$ cat src/rtl/pc_pkg.sv
// Shared definitions for the program-counter unit.
//   DEFAULT_RESET_VECTOR / DEFAULT_EXC_VECTOR : default load values
//   ras_ptr_width()                           : pointer width for a RAS of given depth
//   pc_src_e                                  : next-PC source selected by the priority logic
package pc_pkg;

  localparam logic [31:0] DEFAULT_RESET_VECTOR = 32'h0000_0000;
  localparam logic [31:0] DEFAULT_EXC_VECTOR   = 32'h8000_0180;

  typedef enum logic [2:0] {
    PcSrcHold,
    PcSrcExc,
    PcSrcEret,
    PcSrcRas,
    PcSrcTake
  } pc_src_e;

  function automatic int unsigned ras_ptr_width(input int unsigned depth);
    return (depth > 1) ? $clog2(depth) : 1;
  endfunction

endpackage

$ cat src/rtl/pc_ras.sv
// Circular return-address stack.
//   clk, reset  : clock, asynchronous active-high reset
//   push, pop   : stack operations (caller gates them when suppressed)
//   push_data   : value written on push
//   top         : most recently pushed entry
//   empty, full : occupancy flags
//   underflow   : registered one-cycle pulse when pop is requested on an empty stack
// A push when full overwrites the oldest entry; push+pop on a non-empty stack
// replaces the top in place.
module pc_ras
  import pc_pkg::*;
#(
  parameter int unsigned WIDTH     = 32,
  parameter int unsigned RAS_DEPTH = 4
) (
  input  logic             clk,
  input  logic             reset,
  input  logic             push,
  input  logic             pop,
  input  logic [WIDTH-1:0] push_data,
  output logic [WIDTH-1:0] top,
  output logic             empty,
  output logic             full,
  output logic             underflow
);

  localparam int unsigned PtrW = ras_ptr_width(RAS_DEPTH);
  localparam int unsigned CntW = PtrW + 1;
  localparam logic [CntW-1:0] DepthCnt = CntW'(RAS_DEPTH);

  logic [WIDTH-1:0] mem_q [RAS_DEPTH];
  // ptr_q is the next free slot; the top lives one below it (mod depth).
  logic [PtrW-1:0]  ptr_q, ptr_d, top_idx, wr_idx;
  logic [CntW-1:0]  cnt_q, cnt_d;
  logic             underflow_q, underflow_d;
  logic             wr_en;

  assign top_idx   = ptr_q - PtrW'(1);
  assign top       = mem_q[top_idx];
  assign empty     = (cnt_q == '0);
  assign full      = (cnt_q == DepthCnt);
  assign underflow = underflow_q;

  always_comb begin
    ptr_d       = ptr_q;
    cnt_d       = cnt_q;
    wr_en       = 1'b0;
    wr_idx      = ptr_q;
    underflow_d = 1'b0;
    if (pop && !empty) begin
      if (push) begin
        wr_en  = 1'b1;
        wr_idx = top_idx;
      end else begin
        ptr_d = top_idx;
        cnt_d = cnt_q - CntW'(1);
      end
    end else begin
      underflow_d = pop;
      if (push) begin
        wr_en = 1'b1;
        ptr_d = ptr_q + PtrW'(1);
        if (!full) begin
          cnt_d = cnt_q + CntW'(1);
        end
      end
    end
  end

  always_ff @(posedge clk or posedge reset) begin
    if (reset) begin
      ptr_q       <= '0;
      cnt_q       <= '0;
      underflow_q <= 1'b0;
      for (int i = 0; i < RAS_DEPTH; i++) begin
        mem_q[i] <= '0;
      end
    end else begin
      ptr_q       <= ptr_d;
      cnt_q       <= cnt_d;
      underflow_q <= underflow_d;
      if (wr_en) begin
        mem_q[wr_idx] <= push_data;
      end
    end
  end

endmodule

$ cat src/rtl/pc_control_unit.sv
// Program-counter unit: PC register with branch evaluation, exception
// redirect/EPC capture/return, and a circular return-address stack.
//   clk, reset            : clock, asynchronous active-high reset
//   pc_write, pc_write_cond, branch_ne, alu_zero, pc_in : normal/branch PC load
//   exception, eret       : trap redirect to EXC_VECTOR / return to epc
//   ras_push, ras_pop     : call/return via the RAS
//   pc_out, epc           : current PC, exception PC
//   ras_empty, ras_full, ras_underflow : RAS status
//   pc_updated, misaligned : registered one-cycle pulses
// Optional macro PC_ALIGN_CHECK_EN: misaligned targets trap to EXC_VECTOR
// with the target recorded in epc; otherwise misaligned is tied low.
module pc_control_unit
  import pc_pkg::*;
#(
  parameter int unsigned      WIDTH        = 32,
  parameter logic [WIDTH-1:0] RESET_VECTOR = WIDTH'(DEFAULT_RESET_VECTOR),
  parameter logic [WIDTH-1:0] EXC_VECTOR   = WIDTH'(DEFAULT_EXC_VECTOR),
  parameter int unsigned      RAS_DEPTH    = 4
) (
  input  logic             clk,
  input  logic             reset,
  input  logic             pc_write,
  input  logic             pc_write_cond,
  input  logic             branch_ne,
  input  logic             alu_zero,
  input  logic [WIDTH-1:0] pc_in,
  input  logic             exception,
  input  logic             eret,
  input  logic             ras_push,
  input  logic             ras_pop,
  output logic [WIDTH-1:0] pc_out,
  output logic [WIDTH-1:0] epc,
  output logic             ras_empty,
  output logic             ras_full,
  output logic             ras_underflow,
  output logic             pc_updated,
  output logic             misaligned
);

  logic             take;
  pc_src_e          src;
  logic [WIDTH-1:0] target;
  logic [WIDTH-1:0] ras_top;
  logic [WIDTH-1:0] pc_q, pc_d, epc_q, epc_d;
  logic             updated_q, updated_d;
  logic             ras_push_en, ras_pop_en;

  assign take = pc_write | (pc_write_cond & (alu_zero ^ branch_ne));

  always_comb begin
    if (exception) begin
      src = PcSrcExc;
    end else if (eret) begin
      src = PcSrcEret;
    end else if (ras_pop && !ras_empty) begin
      src = PcSrcRas;
    end else if (ras_pop) begin
      src = PcSrcHold;  // underflow: PC held
    end else if (take) begin
      src = PcSrcTake;
    end else begin
      src = PcSrcHold;
    end
  end

  always_comb begin
    target = pc_in;
    if (src == PcSrcEret) begin
      target = epc_q;
    end else if (src == PcSrcRas) begin
      target = ras_top;
    end
  end

  // Exception suppresses both stack ops; eret outranks a pop, so the pop is
  // only performed when it is the selected row.
  assign ras_push_en = ras_push & ~exception;
  assign ras_pop_en  = ras_pop & ~exception & ~eret;

`ifdef PC_ALIGN_CHECK_EN
  logic misaligned_q, misaligned_d;
`endif

  always_comb begin
    pc_d  = pc_q;
    epc_d = epc_q;
`ifdef PC_ALIGN_CHECK_EN
    misaligned_d = 1'b0;
`endif
    if (src == PcSrcExc) begin
      epc_d = pc_q;
      pc_d  = EXC_VECTOR;
    end else if (src != PcSrcHold) begin
`ifdef PC_ALIGN_CHECK_EN
      if (target[1:0] != 2'b00) begin
        epc_d        = target;
        pc_d         = EXC_VECTOR;
        misaligned_d = 1'b1;
      end else begin
        pc_d = target;
      end
`else
      pc_d = target;
`endif
    end
  end

  assign updated_d = (src != PcSrcHold);

  always_ff @(posedge clk or posedge reset) begin
    if (reset) begin
      pc_q      <= RESET_VECTOR;
      epc_q     <= '0;
      updated_q <= 1'b0;
    end else begin
      pc_q      <= pc_d;
      epc_q     <= epc_d;
      updated_q <= updated_d;
    end
  end

`ifdef PC_ALIGN_CHECK_EN
  always_ff @(posedge clk or posedge reset) begin
    if (reset) begin
      misaligned_q <= 1'b0;
    end else begin
      misaligned_q <= misaligned_d;
    end
  end
  assign misaligned = misaligned_q;
`else
  assign misaligned = 1'b0;
`endif

  assign pc_out     = pc_q;
  assign epc        = epc_q;
  assign pc_updated = updated_q;

  pc_ras #(
    .WIDTH     (WIDTH),
    .RAS_DEPTH (RAS_DEPTH)
  ) u_ras (
    .clk       (clk),
    .reset     (reset),
    .push      (ras_push_en),
    .pop       (ras_pop_en),
    .push_data (pc_q),
    .top       (ras_top),
    .empty     (ras_empty),
    .full      (ras_full),
    .underflow (ras_underflow)
  );

endmodule

$ cat config.mk
export PLATFORM = sky130hd
export DESIGN_NAME = pc_control_unit
export DESIGN_NICKNAME = d
export VERILOG_FILES = /design/src/rtl/pc_pkg.sv /design/src/rtl/pc_ras.sv /design/src/rtl/pc_control_unit.sv
export SDC_FILE = /design/constraint.sdc
export NUM_CORES = 1
export LEC_CHECK = 0
export BUFFER_PORTS_ARGS = -buffer_cell sky130_fd_sc_hd__buf_4
export CORE_MARGIN = 2
export CORE_UTILIZATION = 60
export CTS_CLUSTER_DIAMETER = 50
export CTS_CLUSTER_SIZE = 14
export DETAILED_ROUTE_END_ITERATION = 10
export GPL_TIMING_DRIVEN = 0
export HOLD_SLACK_MARGIN = 0.02
export PLACE_DENSITY_LB_ADDON = 0.1
export SLEW_MARGIN = 20
export SYNTH_ARGS = -nofsm -noshare
export SYNTH_HDL_FRONTEND = slang
export SYNTH_SLANG_ARGS = --single-unit
$ cat constraint.sdc
create_clock -name clk -period 20.4 [get_ports clk]
set_input_delay 3.06 -clock clk [delete_from_list [all_inputs] [get_ports clk]]
set_output_delay 3.06 -clock clk [all_outputs]
set_load 0.05 [all_outputs]
==> results.py <==
metrics = {
    "synth": {
        "syn_inst": 647,
        "syn_nets": 691,
        "yosysSeqAreaShare_pct": 53.22,
        "yosysTopAreaCell": "dfrtp_1",
        "syn_area_per_cell_sq_um": 14.46,
        "synthDistinctLibCells": 40,
        "synth_xor_area_share_pct": 0.4680,
        "synth.most_common_cell": "dfrtp_1",
        "synthSimpleGateAreaFrac_pct": 5.148,
        "synth_fa_ha_area_share_pct": 0.3477,
        "yosysWarningCount": 0,
        "synth_compound_area_share_pct": 5.362,
        "yosysTopAreaCellShare_pct": 53.22,
        "synth_edf_count": 0,
        "netlist_area_sq_um": 9356,
        "synth_top_family_by_area": "multiplexers",
        "synth-seq-cells": 199,
        "synthTopCellsByCount": "199 x dfrtp_1, 160 x mux2_2, 34 x nand3_1",
        "synth_flop_cell": "dfrtp_1",
        "synthMuxAreaShare_pct": 32.12,
        "ys_top_cells_by_area": "dfrtp_1 53%, mux2_2 19%, mux4_2 7.7%",
        "synthArstFlopShare_pct": 100.0,
    },
    "cells_and_area": {
        "drive_gt1_share_pct": 50.00,
        "fillerInstances": 1012,
        "layout.nets": 819,
        "syn_to_final_growth_pct": 18.61,
        "n_antenna_cell": 0,
    },
    "timing": {
        "min_period_ns": 5.380,
        "finalHoldViolations": 0,
        "fin_crit_sh_pct": 26.37,
        "slew_headroom_pct": 47.29,
        "postLayoutSetupSlackWorst_ns": 15.02,
        "setup_tns_ns": 0,
        "setup_violations": 0,
        "drv_slew": 0,
        "fmax_ghz": 0.1859,
        "fin_skew_ns": 0.006462,
        "tightest_slew_ns": 0.7906,
        "rsz0062_at_grt": "false",
    },
    "worst_setup_path": {
        "worstPathRequired_ns": 17.34,
        "max_stage_delay_ns": 0.42,
        "cp_max_fo": 10,
        "critPathLaunch": "u_ras.cnt_q[2]$_DFFE_PP0P_",
        "r2r_end": "u_ras.cnt_q[2]$_DFFE_PP0P_",
        "cp_num_buf_inv": 4,
        "worstPathArrival_ns": 2.32,
        "worstPathCellList": "or3_1, buf_2, inv_2, clkbuf_1, buf_4",
        "cp_slowest_cell": "clkbuf_1",
        "r2r-start": "u_ras.cnt_q[0]$_DFFE_PP0P_",
        "reg2regPathDepth": 10,
        "reg2reg_setup_slack_ns": 17.55,
        "cp-endpoint": "ras_empty",
        "cp.depth": 5,
        "cp-end-kind": "output port",
        "startpoint_type": "flop",
        "cp_top_family": "buffers and inverters",
        "critPathKind": "reg2out",
    },
    "min_path": {
        "worst_hold_startpoint": "u_ras.mem_q[62]$_DFFE_PP0P_",
        "holdPathStages": 1,
        "hold_class": "reg2reg",
    },
    "clock_network": {
        "htree_levels": 4,
        "postCtsResizedCells": 0,
        "numCtsBuffers": 17,
        "postCtsHoldBufs": 0,
        "cts_tree": "done",
        "post-cts-setup-buffers": 0,
        "clk_latency_ns": 0.43,
        "cts.clk_slew.worst_paths_ns": 0.07,
        "cts-root-buf": "clkbuf_16",
        "clock-sinks": 199,
        "cts_buffer_depth": 2,
    },
    "flow_run": {
        "max_cap_violations": 0,
    },
    "place": {
        "port_buffers": 107,
        "dp_hpwl_um": 14610,
        "gp_congestion": 0.8460,
        "pre_cts_slack_ns": 14.83,
    },
    "die": {
        "die_h_um": 128.9,
        "core_area_sq_um": 15200,
        "die_area_sq_um": 16610,
        "num_rows": 45,
        "start_util_pct": 61.55,
        "die_w_um": 128.9,
        "io_pins": 111,
    },
    "global_route": {
        "grt_pass1_wl_um": 35830,
        "grt-ovfl-total": 0,
        "grt_max_degree": 76,
        "track_usage_pct": 28.52,
        "grt_pass1_vias": 6533,
        "antenna_found_initial": 0,
    },
    "route": {
        "drtPass1Iterations": 4,
        "drt-total-wl_um": 22530,
        "ant_nets": 0,
        "vias": 6203,
        "wl_per_cell_um": 23.08,
        "drc_errors": 0,
        "drtIter0Drc": 391,
        "viasPerCell": 6.356,
    },
    "power": {
        "leakagePower_nw": 5.155,
        "peakVddDrop_mv": 0.09336,
        "p_per_area_nw_per_um2": 130.9,
    },
    "run_status": {
        "outcome": "completed",
    },
}
-- worst register-to-register path, delay by kind of cell, from the launching register on --
| kind | cells | cell delay [ns] |
|---|---|---|
| fa+ha+maj | 1 | 0.42 |
| flops | 1 | 0.42 |
| xor+xnor | 1 | 0.14 |
| simple gates | 4 | 0.98 |
| buf+inv | 4 | 0.82 |
-- cell families (layout without fill, tap and decap cells) --
| kind of cell | count (synthesis) | in the layout |
|---|---|---|
| DFF | 199 | 199 |
| AOI/OAI and AO/OA | 72 | 72 |
| muxes | 225 | 225 |
| other | 1 | 1 |
| and+or+nand+nor | 84 | 84 |
| buffers and inverters | 59 | 200 |
| adders and majority gates | 2 | 2 |
| xor gates and xnor gates | 5 | 5 |
-- power by group --
group          switching (mW)  internal (mW)
Clock                   0.147          0.216
Sequential             0.0791          0.519
Combinational           0.242          0.250
Total                   0.468          0.984
-- per-layer routing --
layer  track usage (%)  vias to the layer above  share of wire (%)
li1                  -                     2650                  -
met1             39.62                     3310                 43
met2             46.69                      211                 50
met3             4.615                       32                5.0
met4             9.399                        0                1.6
met5                 0                        -                  0
-- worst min-delay path by stage --
stage	endpoint	slack (ns)
6_report	u_ras.mem_q[62]$_DFFE_PP0P_	0.50
3_5_place_dp	u_ras.mem_q[62]$_DFFE_PP0P_	0.48
3_3_place_gp	u_ras.mem_q[63]$_DFFE_PP0P_	0.46
5_1_grt	u_ras.mem_q[63]$_DFFE_PP0P_	0.52
4_1_cts	u_ras.mem_q[62]$_DFFE_PP0P_	0.50
2_1_floorplan	u_ras.cnt_q[2]$_DFFE_PP0P_	0.45
-- sequential cells by signal (all words and copies together), names as in the netlist --
name	count
u_ras.ptr_q	2
pc_out	32
pc_updated	1
u_ras.underflow	1
epc	32
u_ras.cnt_q	3
u_ras.mem_q	128
-- metrics by stage --
| step | hold WS [ns] | total power, mW | util (%) | instance area (sq um) | std cells |
|---|---|---|---|---|---|
| CTS | 0.4993 | 1.457 | 73.00 | 11100 | 976 |
| finish | 0.5012 | 1.453 | 73.00 | 11100 | 976 |
| global placement | 0.4622 | 1.063 | 68.38 | 10400 | 942 |
| detailed placement | 0.4838 | 1.090 | 68.79 | 10460 | 944 |
| floorplan | 0.4525 | 0.9563 | - | 9356 | 647 |
| global route | 0.5180 | 1.515 | 73.00 | 11100 | 976 |
-- final cells by class --
class                           instances  area [sq um]  area share, %
Sequential cell                       199          4980          44.87
Multi-Input combinational cell        389          4069          36.66
Tap cell                              188         235.2          2.120
Clock inverter                         11         170.2          1.533
Clock buffer                           21         470.5          4.239
Timing Repair Buffer                  109         858.3          7.734
Buffer                                 54         289.0          2.604
Inverter                                5         26.28         0.2368
-- layout by cell type (no fill, tap or decap), drive strengths merged, types with 3 or more instances in the layout --
master | synthesis | routed
nand2 | 5 | 5
bufinv | 0 | 4
or3 | 3 | 3
nor2b | 29 | 29
nand3 | 34 | 34
mux2 | 192 | 192
nor2 | 3 | 3
dfrtp | 199 | 199
buf | 24 | 133
clkinv | 0 | 4
a21oi | 5 | 5
o21ai | 32 | 32
a311oi | 29 | 29
inv | 5 | 6
mux4 | 32 | 32
clkbuf | 30 | 51
o211ai | 3 | 3
xnor2 | 3 | 3
(Power assumes the default switching activity.)
